### src/rtl/bus_arbiter_param_pkg.sv
// bus_arbiter_param_pkg: FSM states, policy codes and counter sizing shared by the arbiter files.
package bus_arbiter_param_pkg;
   typedef enum logic [1:0] {IDLE = 2'd0, GRANT = 2'd1, TURN = 2'd2} arb_state_e;
   localparam int ARB_FIXED = 0;
   localparam int ARB_RR    = 1;
   function automatic int cnt_w(input int max_val);
      return (max_val < 1) ? 1 : $clog2(max_val + 1);
   endfunction
endpackage

### src/rtl/bus_arbiter_param_picker.sv
// bus_arbiter_param_picker: combinational winner select, fixed priority or round-robin after last.
module bus_arbiter_param_picker #(
   parameter int N = 4,
   parameter int W = $clog2(N)
) (
   input  logic [N-1:0] req_i,
   input  logic [W-1:0] last_i,
   input  logic         rr_mode_i,
   output logic         valid_o,
   output logic [W-1:0] winner_o,
   output logic [N-1:0] onehot_o
);
   logic [W-1:0] idx;
   logic         found;
   always_comb begin
      valid_o  = |req_i;
      winner_o = '0;
      found    = 1'b0;
      idx      = '0;
      for (int k = 0; k < N; k++) begin
         idx = rr_mode_i ? W'((int'(last_i) + k + 1) % N) : W'(k);
         if (!found && req_i[idx]) begin
            winner_o = idx;
            found    = 1'b1;
         end
      end
      onehot_o = valid_o ? (N'(1) << winner_o) : '0;
   end
endmodule

### src/rtl/bus_arbiter_param.sv
// bus_arbiter_param: N-master bus arbiter with IDLE/GRANT/TURN tenure FSM and optional hold timeout.
module bus_arbiter_param import bus_arbiter_param_pkg::*; #(
   parameter  int N_MASTERS = 4,
   parameter  int RR_MODE   = 1,
   parameter  int MAX_HOLD  = 16,
   localparam int OWNER_W   = $clog2(N_MASTERS)
) (
   input  logic                 clk,
   input  logic                 rst_n,
   input  logic [N_MASTERS-1:0] req,
   output logic [N_MASTERS-1:0] gnt,
   output logic [OWNER_W-1:0]   owner,
   output logic                 bus_busy,
   output logic                 timeout
);
   localparam int HOLD_W = cnt_w(MAX_HOLD);
   arb_state_e             state_q;
   logic [N_MASTERS-1:0]   gnt_q;
   logic [OWNER_W-1:0]     owner_q, last_q, pick_w;
   logic [HOLD_W-1:0]      hold_q;
   logic                   busy_q, timeout_q, pick_valid;
   logic [N_MASTERS-1:0]   pick_oh;
   bus_arbiter_param_picker #(.N(N_MASTERS), .W(OWNER_W)) u_picker (
      .req_i     (req),
      .last_i    (last_q),
      .rr_mode_i (RR_MODE == ARB_RR),
      .valid_o   (pick_valid),
      .winner_o  (pick_w),
      .onehot_o  (pick_oh)
   );
   always_ff @(posedge clk) begin
      if (!rst_n) begin
         state_q   <= IDLE;
         gnt_q     <= '0;
         owner_q   <= '0;
         last_q    <= OWNER_W'(N_MASTERS - 1);
         hold_q    <= '0;
         busy_q    <= 1'b0;
         timeout_q <= 1'b0;
      end else begin
         timeout_q <= 1'b0;
         case (state_q)
            IDLE: if (pick_valid) begin
               gnt_q   <= pick_oh;
               owner_q <= pick_w;
               last_q  <= pick_w;
               hold_q  <= HOLD_W'(1);
               busy_q  <= 1'b1;
               state_q <= GRANT;
            end
            GRANT: if (!req[owner_q]) begin
               gnt_q   <= '0;
               busy_q  <= 1'b0;
               state_q <= TURN;
            end else if (MAX_HOLD != 0 && hold_q == HOLD_W'(MAX_HOLD)) begin
               gnt_q     <= '0;
               busy_q    <= 1'b0;
               timeout_q <= 1'b1;
               state_q   <= TURN;
            end else if (hold_q != '1) begin
               hold_q <= hold_q + 1'b1;
            end
            // dead cycle keeps adjacent tenures from overlapping on the bus
            TURN:    state_q <= IDLE;
            default: state_q <= IDLE;
         endcase
      end
   end
   assign gnt      = gnt_q;
   assign owner    = owner_q;
   assign bus_busy = busy_q;
   assign timeout  = timeout_q;
endmodule

### config.mk
export PLATFORM = sky130hd
export DESIGN_NAME = bus_arbiter_param
export DESIGN_NICKNAME = d
export VERILOG_FILES = /design/src/rtl/bus_arbiter_param_pkg.sv /design/src/rtl/bus_arbiter_param_picker.sv /design/src/rtl/bus_arbiter_param.sv
export SDC_FILE = /design/constraint.sdc
export NUM_CORES = 1
export LEC_CHECK = 0
export CAP_MARGIN = 20
export CORE_MARGIN = 3
export CORE_UTILIZATION = 51
export CTS_CLUSTER_SIZE = 30
export DETAILED_ROUTE_END_ITERATION = 8
export GPL_TIMING_DRIVEN = 0
export HOLD_SLACK_MARGIN = 0.03
export MAX_ROUTING_LAYER = met4
export PLACE_DENSITY = 0.77
export SLEW_MARGIN = 10
export SYNTH_ARGS = -nofsm -noshare
export SYNTH_HDL_FRONTEND = slang
export SYNTH_SLANG_ARGS = --single-unit
export TNS_END_PERCENT = 10
### constraint.sdc
create_clock -name clk -period 2.1 [get_ports clk]
set_input_delay 0.42 -clock clk [delete_from_list [all_inputs] [get_ports clk]]
set_output_delay 0.42 -clock clk [all_outputs]
set_load 0.02 [all_outputs]
==> results.md <==
• 340 sq um — combined flip-flop and latch cell area
• 1750 microns — total length of routed wires
• 2240 sq um — Total Die Area
• 1 — buffers plus inverters on the worst setup path
• 123 — total number of nets in the final design
• 3 — total CTS buffers
• 0 — Finish-stage setup viols
• 1.86 ns — final critical delay including setup and external delays
• 507 sq um — area of the multi-input gates
• hold_q[0] — startpoint of the lowest-slack register-to-register path
• 733 — total number of vias
• 0.538 GHz — maximum frequency from static timing analysis
• 0 — quantity of hold-fixing buffers added after cts
• 7 — maximum fanout encountered on the critical timing path
• 96 — Post-Synthesis Cells
• req[1] — start point of the critical path
• sky130_fd_sc_hd__clkdlybuf4s50_1 — Critical-path top delay cell
• 127 — number of filler cells placed in the layout
• 0 — drc violations
• 1310 microns — estimated wirelength of the detail-placed design
• 0.182 — Total Routing Usage GR
• 34 — number of distinct library cells after synthesis
• sky130_fd_sc_hd__clkbuf_4 — clk root buf
• 13.6 microns — detailed-route wire length per cell
• 9.10 sq um — synthesized area divided by synthesized cell count
• finished clean — status
• 4 — Iter 0 DRT Violations
• 812 uW — sum of internal, switching and leakage power
• 0 — number of warning messages in the yosys log
• 631 — via count of the first global-routing pass
• 0.560 — initial core utilization
• input pin to flop — worst setup path category
• 0 — post-CTS setup-driven buffer insertion count
• 2 — count of cells along the worst hold path
• 1 — number of H-tree levels
• 0.00171 ns — final setup skew
• 0 — total count of hold-check failures in the final report
• 5.68 — DR vias/cell
• 17 — total number of clock tree sinks
• gnt[0] — CP endpoint
• 0.771 — gpl congestion
• 873 sq um — Synth Cell Area
• 0 — number of antenna violations at the first check in global routing
• 0.124 — share of cells above drive strength 1
• 20.2% — area overhead of the layout relative to synthesis
• 773 nW/um^2 — power density over the cells
• 0.000396 uW — leakage power
• simple AND/OR/NAND/NOR gates — largest delay contributor family on the critical path
• 0 — number of slew-limit violations in the final report
• 0.537 ns — slew at the pin with the worst max-slew slack
• hold_q[0] — endpoint of the worst register-to-register path
• done — clock tree from TritonCTS
• 5 — Crit path depth
• 2.05 ns — data arrival time of the worst path
• 1560 sq um — total core area
• 2 — CTS max path bufs
• 0.29 ns — worst skew pair latency
• 11 — largest net degree at the start of global routing
• 0.885 — crit share post-route
• 47.4 microns — overall die width
• flop — type of destination of the critical path
• 0 — Antenna diodes
• 0.390 — sequential area share after synthesis
• false — unrepaired setup endpoints after global routing
• 13 — quantity of I/O buffers inserted on ports
• 0.639 — normalized max-slew margin
• 0 — Max Cap Viol
• 2740 microns — first-pass GRT wire length
• 47.4 microns — die span in y
• 6 — depth of the worst register-to-register path
• 3 — TritonRoute pass-1 iters
• 0.52 ns — Largest stage delay, worst path
• 0 — CTS resizes
• 2.29 ns — WP data required
• 105 — net count of the mapped netlist
• 0.09 ns — clock-pin slew of the registers on the worst-case setup and hold paths
• 0.000503 V — worst vdd ir
• flop to flop — class of the most critical hold timing path
• 0 — Remaining Overflow, GRT
• 14 — Ports
• input pin — startpoint kind of the worst setup timing path
• 0 — post-route ant nets
• 0.462 ns — WHS
• 0.32 ns — setup slack, reg-to-reg
• clkdlybuf4s50_1 -> nor4_2 -> nand2b_1 -> a211oi_1 -> a32o_1 — crit-path cells
• 14 — number of rows in the core area
• 17 — total of flip-flops plus latches after synthesis
[final cells by class]
| cell class | instances | share of cell area |
|---|---|---|
| multi-input combinational | 72 | 0.483 |
| sequential | 17 | 0.324 |
| timing repair buffer | 13 | 0.124 |
| clock buffer | 4 | 0.0250 |
| inverter | 6 | 0.0215 |
| tap | 16 | 0.0191 |
| buffer | 1 | 0.00358 |
[layer usage]
metal	global-route usage	routed length [microns]	vias to the layer above
met1	0.235	893	331
met4	0.0829	33	0
li1	-	-	384
met5	-	0	-
met2	0.270	769	14
met3	0.0345	54	4
[Yosys cell counts]
cell type                   count  area, sq um
sky130_fd_sc_hd__a211oi_1       1         7.51
sky130_fd_sc_hd__a21oi_1        6         30.0
sky130_fd_sc_hd__and3_1         1         6.26
sky130_fd_sc_hd__o22a_1         1         8.76
sky130_fd_sc_hd__a32oi_1        1         8.76
sky130_fd_sc_hd__nand2_1        6         22.5
sky130_fd_sc_hd__dfxtp_1       17          340
sky130_fd_sc_hd__o21ai_0        1         5.00
sky130_fd_sc_hd__ha_1           3         37.5
sky130_fd_sc_hd__nor4_2         1         12.5
sky130_fd_sc_hd__nor2b_1        1         6.26
sky130_fd_sc_hd__o41ai_2        1         16.3
sky130_fd_sc_hd__o21ai_1        4         20.0
sky130_fd_sc_hd__nor3_4         1         16.3
sky130_fd_sc_hd__a211o_1        1         8.76
sky130_fd_sc_hd__nor2_1        10         37.5
sky130_fd_sc_hd__nor3_2         3         30.0
sky130_fd_sc_hd__a32o_1         2         20.0
sky130_fd_sc_hd__mux2i_1        1         10.0
sky130_fd_sc_hd__nand4b_1       1         8.76
sky130_fd_sc_hd__or2_0          1         6.26
sky130_fd_sc_hd__mux2_4         1         15.0
sky130_fd_sc_hd__o211ai_1       2         15.0
sky130_fd_sc_hd__clkbuf_1       1         3.75
sky130_fd_sc_hd__a2bb2oi_2      1         15.0
sky130_fd_sc_hd__inv_1          6         22.5
sky130_fd_sc_hd__nor4_1         1         6.26
sky130_fd_sc_hd__nand3_1        8         40.0
sky130_fd_sc_hd__nor3b_4        1         18.8
sky130_fd_sc_hd__nor3_1         2         10.0
sky130_fd_sc_hd__o21ai_2        1         8.76
sky130_fd_sc_hd__a211oi_2       1         12.5
sky130_fd_sc_hd__nand3b_1       2         15.0
sky130_fd_sc_hd__nand2b_1       5         31.3
[stage by stage]
stage	instances	area, sq um	utilization	setup TNS, ns	setup WS (ns)
after CTS	129	1050	0.673	0	0.271
after global routing	129	1050	0.673	0	0.149
final	129	1050	0.673	0	0.240
after floorplan	96	873	-	0	0.483
after detailed placement	125	1020	0.657	-0.0707	-0.0416
after global placement	125	1020	0.657	-0.0397	-0.0206
[worst reg2reg max path, stage by stage (launching register included)]
cell	delay (ns)
sky130_fd_sc_hd__dfxtp_1	0.37
sky130_fd_sc_hd__ha_1	0.25
sky130_fd_sc_hd__and3_1	0.19
sky130_fd_sc_hd__ha_1	0.22
sky130_fd_sc_hd__nor3_4	0.40
sky130_fd_sc_hd__nor3_2	0.09
sky130_fd_sc_hd__a211oi_2	0.19
[report_power, final]
part	internal, uW	switching (uW)
Clock	73.9	99.4
Sequential	357	37.9
Combinational	108	135
Total	539	272
[worst min-delay path by stage]
stage | startpoint | endpoint | slack, ns
2_1_floorplan | hold_q[4] | hold_q[4] | 0.46
3_3_place_gp | gnt[2] | gnt[2] | 0.44
3_5_place_dp | gnt[2] | gnt[2] | 0.45
4_1_cts | gnt[2] | gnt[2] | 0.47
5_1_grt | gnt[3] | gnt[3] | 0.48
6_report | gnt[2] | gnt[2] | 0.46
[cell families after synthesis]
| logic type | synth area share |
|---|---|
| simple gates | 0.307 |
| flops | 0.390 |
| mux | 0.0286 |
| fa+ha+maj | 0.0430 |
| buf+inv | 0.0301 |
| compound gates | 0.202 |
[cell usage in the layout, fill, tap and decap left out, drive strengths merged, types with 2 or more instances in the layout]
cell type / netlist / layout
clkdlybuf4s50: 0 / 13
ha: 3 / 3
nor3: 6 / 6
inv: 6 / 6
clkbuf: 1 / 5
nand2b: 5 / 5
a32o: 2 / 2
nand2: 6 / 6
nor2: 10 / 10
a211oi: 2 / 2
nor4: 2 / 2
o21ai: 6 / 6
o211ai: 2 / 2
dfxtp: 17 / 17
nand3b: 2 / 2
a21oi: 6 / 6
nand3: 8 / 8
[registers in the layout, indices dropped and copies added (netlist names)]
| name | flops |
|---|---|
| state_q | 2 |
| gnt | 4 |
| owner | 2 |
| timeout | 1 |
| bus_busy | 1 |
| hold_q | 5 |
| last_q | 2 |
(Power assumes the default switching activity.)
==> edit 1, RTL diff (config.mk and constraints unchanged) <==
`RR_MODE`: 1 -> 0.
--- a/src/rtl/bus_arbiter_param.sv
+++ b/src/rtl/bus_arbiter_param.sv
@@ -1,7 +1,7 @@
 // bus_arbiter_param: N-master bus arbiter with IDLE/GRANT/TURN tenure FSM and optional hold timeout.
 module bus_arbiter_param import bus_arbiter_param_pkg::*; #(
    parameter  int N_MASTERS = 4,
-   parameter  int RR_MODE   = 1,
+   parameter  int RR_MODE   = 0,
    parameter  int MAX_HOLD  = 16,
    localparam int OWNER_W   = $clog2(N_MASTERS)
 ) (
Formal check against the unedited RTL: not equivalent (Yosys sat finds a counterexample within 10 cycles, from zero or initial values and one cycle with rst_n low).
==> edit 1 against the original RTL <==
- via count decreased by 15%
- core utilization increased by 7.3 points
- clock skew increased by 0.0023 ns
- critical path depth increased by 1
- area after synthesis decreased by 17%
- routed wire length decreased by 14%
- clock power decreased by 3%
- sequential cell count decreased by 2
- fmax decreased by 9.9%
- cell area decreased by 14%
- worst setup slack got worse by 0.20 ns
- power decreased by 21%
- largest cell class unchanged
==> edit 1: results (changes against the original RTL) <==
GRT
  – Largest net degree at the start of global routing: 11 (unchanged)
  – Initial antenna violation count: 0 (unchanged)
  – First-pass GRT wire length: 2539 um (was 2739 um)
  – Vias in the first global route: 579 (was 631)
  – Gr usage total: 0.1774 (was 0.1816)

Synth
  – Most frequent cells after synthesis: dfxtp_1 (15), nand3_1 (9), nor2_1 (7) (was dfxtp_1 (17), nor2_1 (10), nand3_1 (8))
  – Synth Net Count: 85 (was 105)
  – Ranking of synthesized cells by area: dfxtp_1 (42%), nand3_1 (6.3%), ha_1 (5.2%) (was dfxtp_1 (39%), nand3_1 (4.6%), ha_1 (4.3%))
  – Ys flop type: dfxtp_1 (unchanged)
  – Register area share after synthesis: 0.4167 (was 0.3897)
  – Synth Area per Inst: 9.483 sq um (was 9.097 sq um)
  – Synth cell types: 29 (was 34)

Finish
  – Fill count: 97 (was 127)
  – Fraction of layout cells with a size suffix above 1: 0.1290 (was 0.1239)
  – Nets: 103 (was 123)

Routing
  – Detailed Route Iter0 Violations: 20 (was 4)
  – DRT Pass-1 Iters: 4 (was 3)
  – Routed via count: 620 (was 733)
  – Total Wirelength: 1507 um (was 1750 um)
  – DR vias/cell: 5.794 (was 5.682)

CTS
  – Latest clock arrival within the worst-skew pair: 0.28 ns
  – H-tree Lvls: 1 (unchanged)

Floorplanning
  – # rows: 12 (was 14)

Worst hold path
  – Worst hold path startpoint: gnt[3] (was gnt[2])
  – Hold path depth: 1 (was 2)
  – Hold path endpoint: gnt[3] (was gnt[2])

Setup path
  – Slowest cell on crit path: or4_4 (was clkdlybuf4s50_1)
  – Reg-to-reg slack, setup: 0.21 ns (was 0.32 ns)
  – Crit-path max cell delay: 0.59 ns (was 0.52 ns)
  – CP Max Fanout: 8 (was 7)
  – Worst reg2reg path depth: 7 (was 6)
  – Worst EP arrival: 2.25 ns (was 2.05 ns)

Run status
  – Status: complete, no violations (unchanged)

Timing
  – Slew headroom: 0.7130 (was 0.6392)
  – Worst Skew: 0.004033 ns (was 0.001714 ns)

Place
  – Dpl cells: 103 (was 125)
  – Final Wtd Congestion: 0.7731 (was 0.7705)

Power
  – Leakage power: 0.3781 nW (was 0.3959 nW)
-- edit 1: cell count changes in the layout (fill, tap and decap cells not counted), sizes merged, moves of 3 or more --
| cell | delta |
|---|---|
| nor3 | -3 |
| nand2 | -3 |
| nand2b | -3 |
| a21oi | -3 |
| o21ai | -4 |
| and3 | +3 |
| nor2 | -3 |
-- edit 1: worst max-delay path by stage --
stage                     startpoint  endpoint  cells after the start
after CTS                     req[2]    gnt[3]                      6
after global routing          req[2]    gnt[2]                      6
after global placement        req[2]    gnt[3]                      6
after detailed placement      req[2]    gnt[3]                      6
final                         req[2]    gnt[3]                      6
after floorplan               req[2]    gnt[3]                      5
-- edit 1: worst reg2reg max path, stage by stage (launching register included) --
cell and delay (ns):
dfxtp_1 0.36, ha_1 0.24, and3_1 0.19, ha_1 0.18
nor3b_1 0.28, and3_1 0.29, nor3_1 0.07, a211oi_1 0.20
-- edit 1: layout make-up --
| class | count | area [sq um] | share of cell area |
|---|---|---|---|
| Inverter | 6 | 22.52 | 0.02483 |
| Multi-Input combinational cell | 53 | 394.1 | 0.4345 |
| Sequential cell | 15 | 300.3 | 0.3310 |
| Buffer | 2 | 15.01 | 0.01655 |
| Clock buffer | 3 | 22.52 | 0.02483 |
| Tap cell | 14 | 17.52 | 0.01931 |
| Clock inverter | 1 | 5.005 | 0.005517 |
| Timing Repair Buffer | 13 | 130.1 | 0.1434 |
-- edit 1: per-layer routing --
metal	wire, um	part of all wire	global-route usage
met1	769	0.51	0.2468
met2	688	0.46	0.2645
met3	41	0.027	0.02490
met4	8	0.0053	0.05422
met5	0	0	-
-- edit 1: metrics by stage --
step | setup WS [ns] | hold slack, ns | total power (W) | area (sq um)
floorplan | 0.3347 | 0.4618 | 0.0004224 | 720.7
global placement | -0.2212 | 0.4513 | 0.0004728 | 868.3
detailed placement | -0.2343 | 0.4608 | 0.0004758 | 868.3
CTS | 0.07718 | 0.4814 | 0.0006425 | 895.9
global route | -0.01169 | 0.4922 | 0.0006749 | 907.1
finish | 0.03595 | 0.4782 | 0.0006420 | 907.1
-- edit 1: where the power goes --
part	internal [W]	switching, W
clock	0.0000706	0.0000962
combinational	0.0000741	0.0000826
sequential	0.000304	0.0000148
total	0.000448	0.000193
-- edit 1: cells by family (layout without fill, tap and decap cells) --
logic type	after synthesis	after routing	synth area share
simple gates	34	34	0.2813
flops	15	15	0.4167
compound gates	14	14	0.1476
buf+inv	8	25	0.05208
fa+ha+maj	3	3	0.05209
mux	2	2	0.05035
==> edit 2, RTL diff (config.mk and constraints unchanged) <==
Without the edit above. Reset style: asynchronous (`rst_n`), changed in one clocked block.
--- a/src/rtl/bus_arbiter_param.sv
+++ b/src/rtl/bus_arbiter_param.sv
@@ -28,7 +28,7 @@
       .winner_o  (pick_w),
       .onehot_o  (pick_oh)
    );
-   always_ff @(posedge clk) begin
+   always_ff @(posedge clk or negedge rst_n) begin
       if (!rst_n) begin
          state_q   <= IDLE;
          gnt_q     <= '0;
Behaviour: differs if rst_n is asserted again (counterexample within 4 cycles, from zero or initial values and one cycle with rst_n low); with rst_n held inactive, the same outputs for 10 cycles.
==> edit 2 against the original RTL <==
- worst setup slack worse by 0.19 ns
- synthesized cell count down 5.2%
- die area grew 9.0%
- fmax fell by 9.1%
- cell count increased by 3.1%
- critical path depth grew 2
- area after synthesis is 10% higher
- routed wire length grew 6.9%
- sequential share of layout area grew 3.7 points
- sequential cell count unchanged
- cell area is 13% higher
- highest routed layer unchanged
Power is not compared: it rests on default switching activity, and its combinational part moved more than twofold at a synthesized area within 25%.
==> edit 2: results (changes against the original RTL) <==
Finish
  – Multi-input combinational area share: 0.4736 (was 0.4827)
  – Number of non-clock buffers: 13 (was 14)
  – Comb_multi_in: 72 (unchanged)
  – Fraction of layout cells with a size suffix above 1: 0.2222 (was 0.1239)
  – Buffering overhead: 0.1099 (was 0.1275)
  – Largest Register: hold_q (unchanged)
  – Fill count: 141 (was 127)
  – Seq area share: 0.3615 (was 0.3242)
  – Diode count: 0 (unchanged)
  – Clk cell area share: 0.02220 (was 0.02503)
  – Nets: 118 (was 123)
  – Inverters: 2 (was 6)

Synth
  – Ranking of synthesized cells by area: dfrtp_1 (39%), dfstp_2 (5.5%), ha_1 (3.9%) (was dfxtp_1 (39%), nand3_1 (4.6%), ha_1 (4.3%))
  – Most frequent cells after synthesis: dfrtp_1 (15), nor2_1 (9), o21ai_0 (7) (was dfxtp_1 (17), nor2_1 (10), nand3_1 (8))
  – Async SR Flop Fraction: 1.000 (was 0)
  – Register area share after synthesis: 0.4442 (was 0.3897)
  – Synth Net Count: 100 (was 105)
  – Synth cell types: 39 (was 34)
  – Count of warnings emitted by yosys: 0 (unchanged)
  – Ys flop type: dfrtp_1 (was dfxtp_1)

Worst hold path
  – HP Class: flop to flop (unchanged)

GRT
  – Initial antenna violation count: 0 (unchanged)
  – Vias in the first global route: 722 (was 631)
  – Gr usage total: 0.1797 (was 0.1816)
  – First-pass GRT wire length: 3243 um (was 2739 um)
  – Largest net degree at the start of global routing: 18 (was 11)

CTS
  – CTS Buf Count: 3 (unchanged)
  – H-tree Lvls: 1 (unchanged)
  – Postcts setup bufs: 0 (unchanged)
  – Clock Sink Count: 17 (unchanged)

Setup path
  – Worst EP arrival: 2.27 ns (was 2.05 ns)
  – Slowest cell on crit path: or4_4 (was clkdlybuf4s50_1)
  – Reg-to-reg slack, setup: 0.05 ns (was 0.32 ns)
  – CP Max Fanout: 6 (was 7)
  – Crit-path max cell delay: 0.49 ns (was 0.52 ns)
  – CP top delay family: simple AND/OR/NAND/NOR gates (unchanged)

Routing
  – Total Wirelength: 1871 um (was 1750 um)
  – Detailed Route Iter0 Violations: 20 (was 4)
  – DR vias/cell: 5.722 (was 5.682)
  – DRT Pass-1 Iters: 4 (was 3)

Timing
  – Worst Skew: 0.001017 ns (was 0.001714 ns)
  – Final hold slack: 0.5025 ns (was 0.4618 ns)
  – Slew headroom: 0.5061 (was 0.6392)

Place
  – Hpwl dp: 1412 um (was 1307 um)
  – Placed Area: 0.001125 sq mm (was 0.001023 sq mm)
  – Final Wtd Congestion: 0.7772 (was 0.7705)

Run status
  – Status: complete, no violations (unchanged)
edit 2: cell types whose count changed in the layout (fill, tap and decap cells not counted), sizes merged, moves of 3 or more:
| cell | unedited run | this run |
|---|---|---|
| dfxtp | 17 | 0 |
| inv | 6 | 2 |
| nand2b | 5 | 2 |
| nor3 | 6 | 1 |
| nand3 | 8 | 2 |
| dfrtp | 0 | 15 |
edit 2: path summary, 6_finish.rpt:
kind,start,endpoint,cells past startpoint
worst max-delay path,hold_q[0],hold_q[3],7
worst min-delay path,gnt[3],gnt[3],1
worst max register to register,hold_q[0],hold_q[3],7
worst min register to register,gnt[3],gnt[3],1
max in group asynchronous,rst_n,gnt[3],1
min in group asynchronous,rst_n,state_q[0],1
edit 2: kinds of logic after synthesis:
logic type,share of synthesized area
DFF,0.4442
AOI/OAI and AO/OA,0.2402
and+or+nand+nor,0.2117
adders and majority gates,0.03897
buffers and inverters,0.007795
muxes,0.05714
edit 2: routing by layer:
layer | track usage | routed length, um | up-vias
met5 | - | 0 | -
met4 | 0.06912 | 37 | 0
met3 | 0.03927 | 78 | 5
met2 | 0.2612 | 850 | 17
met1 | 0.2461 | 905 | 362
li1 | - | - | 377
edit 2: report_power, final:
group          switching, W  internal, W
sequential         0.000109     0.000458
combinational      0.000481     0.000408
clock              0.000101    0.0000740
edit 2: stage by stage:
step,TNS [ns],cells,util,worst slack (ns),total power (W)
final,0,133,0.6709,0.05349,0.001631
after detailed placement,-0.5331,129,0.6376,-0.1670,0.001418
after CTS,0,133,0.6525,0.01623,0.001597
after floorplan,0,91,-,0.1746,0.001169
after global routing,-0.05513,133,0.6709,-0.05513,0.001767
after global placement,-0.2981,129,0.6376,-0.1379,0.001396
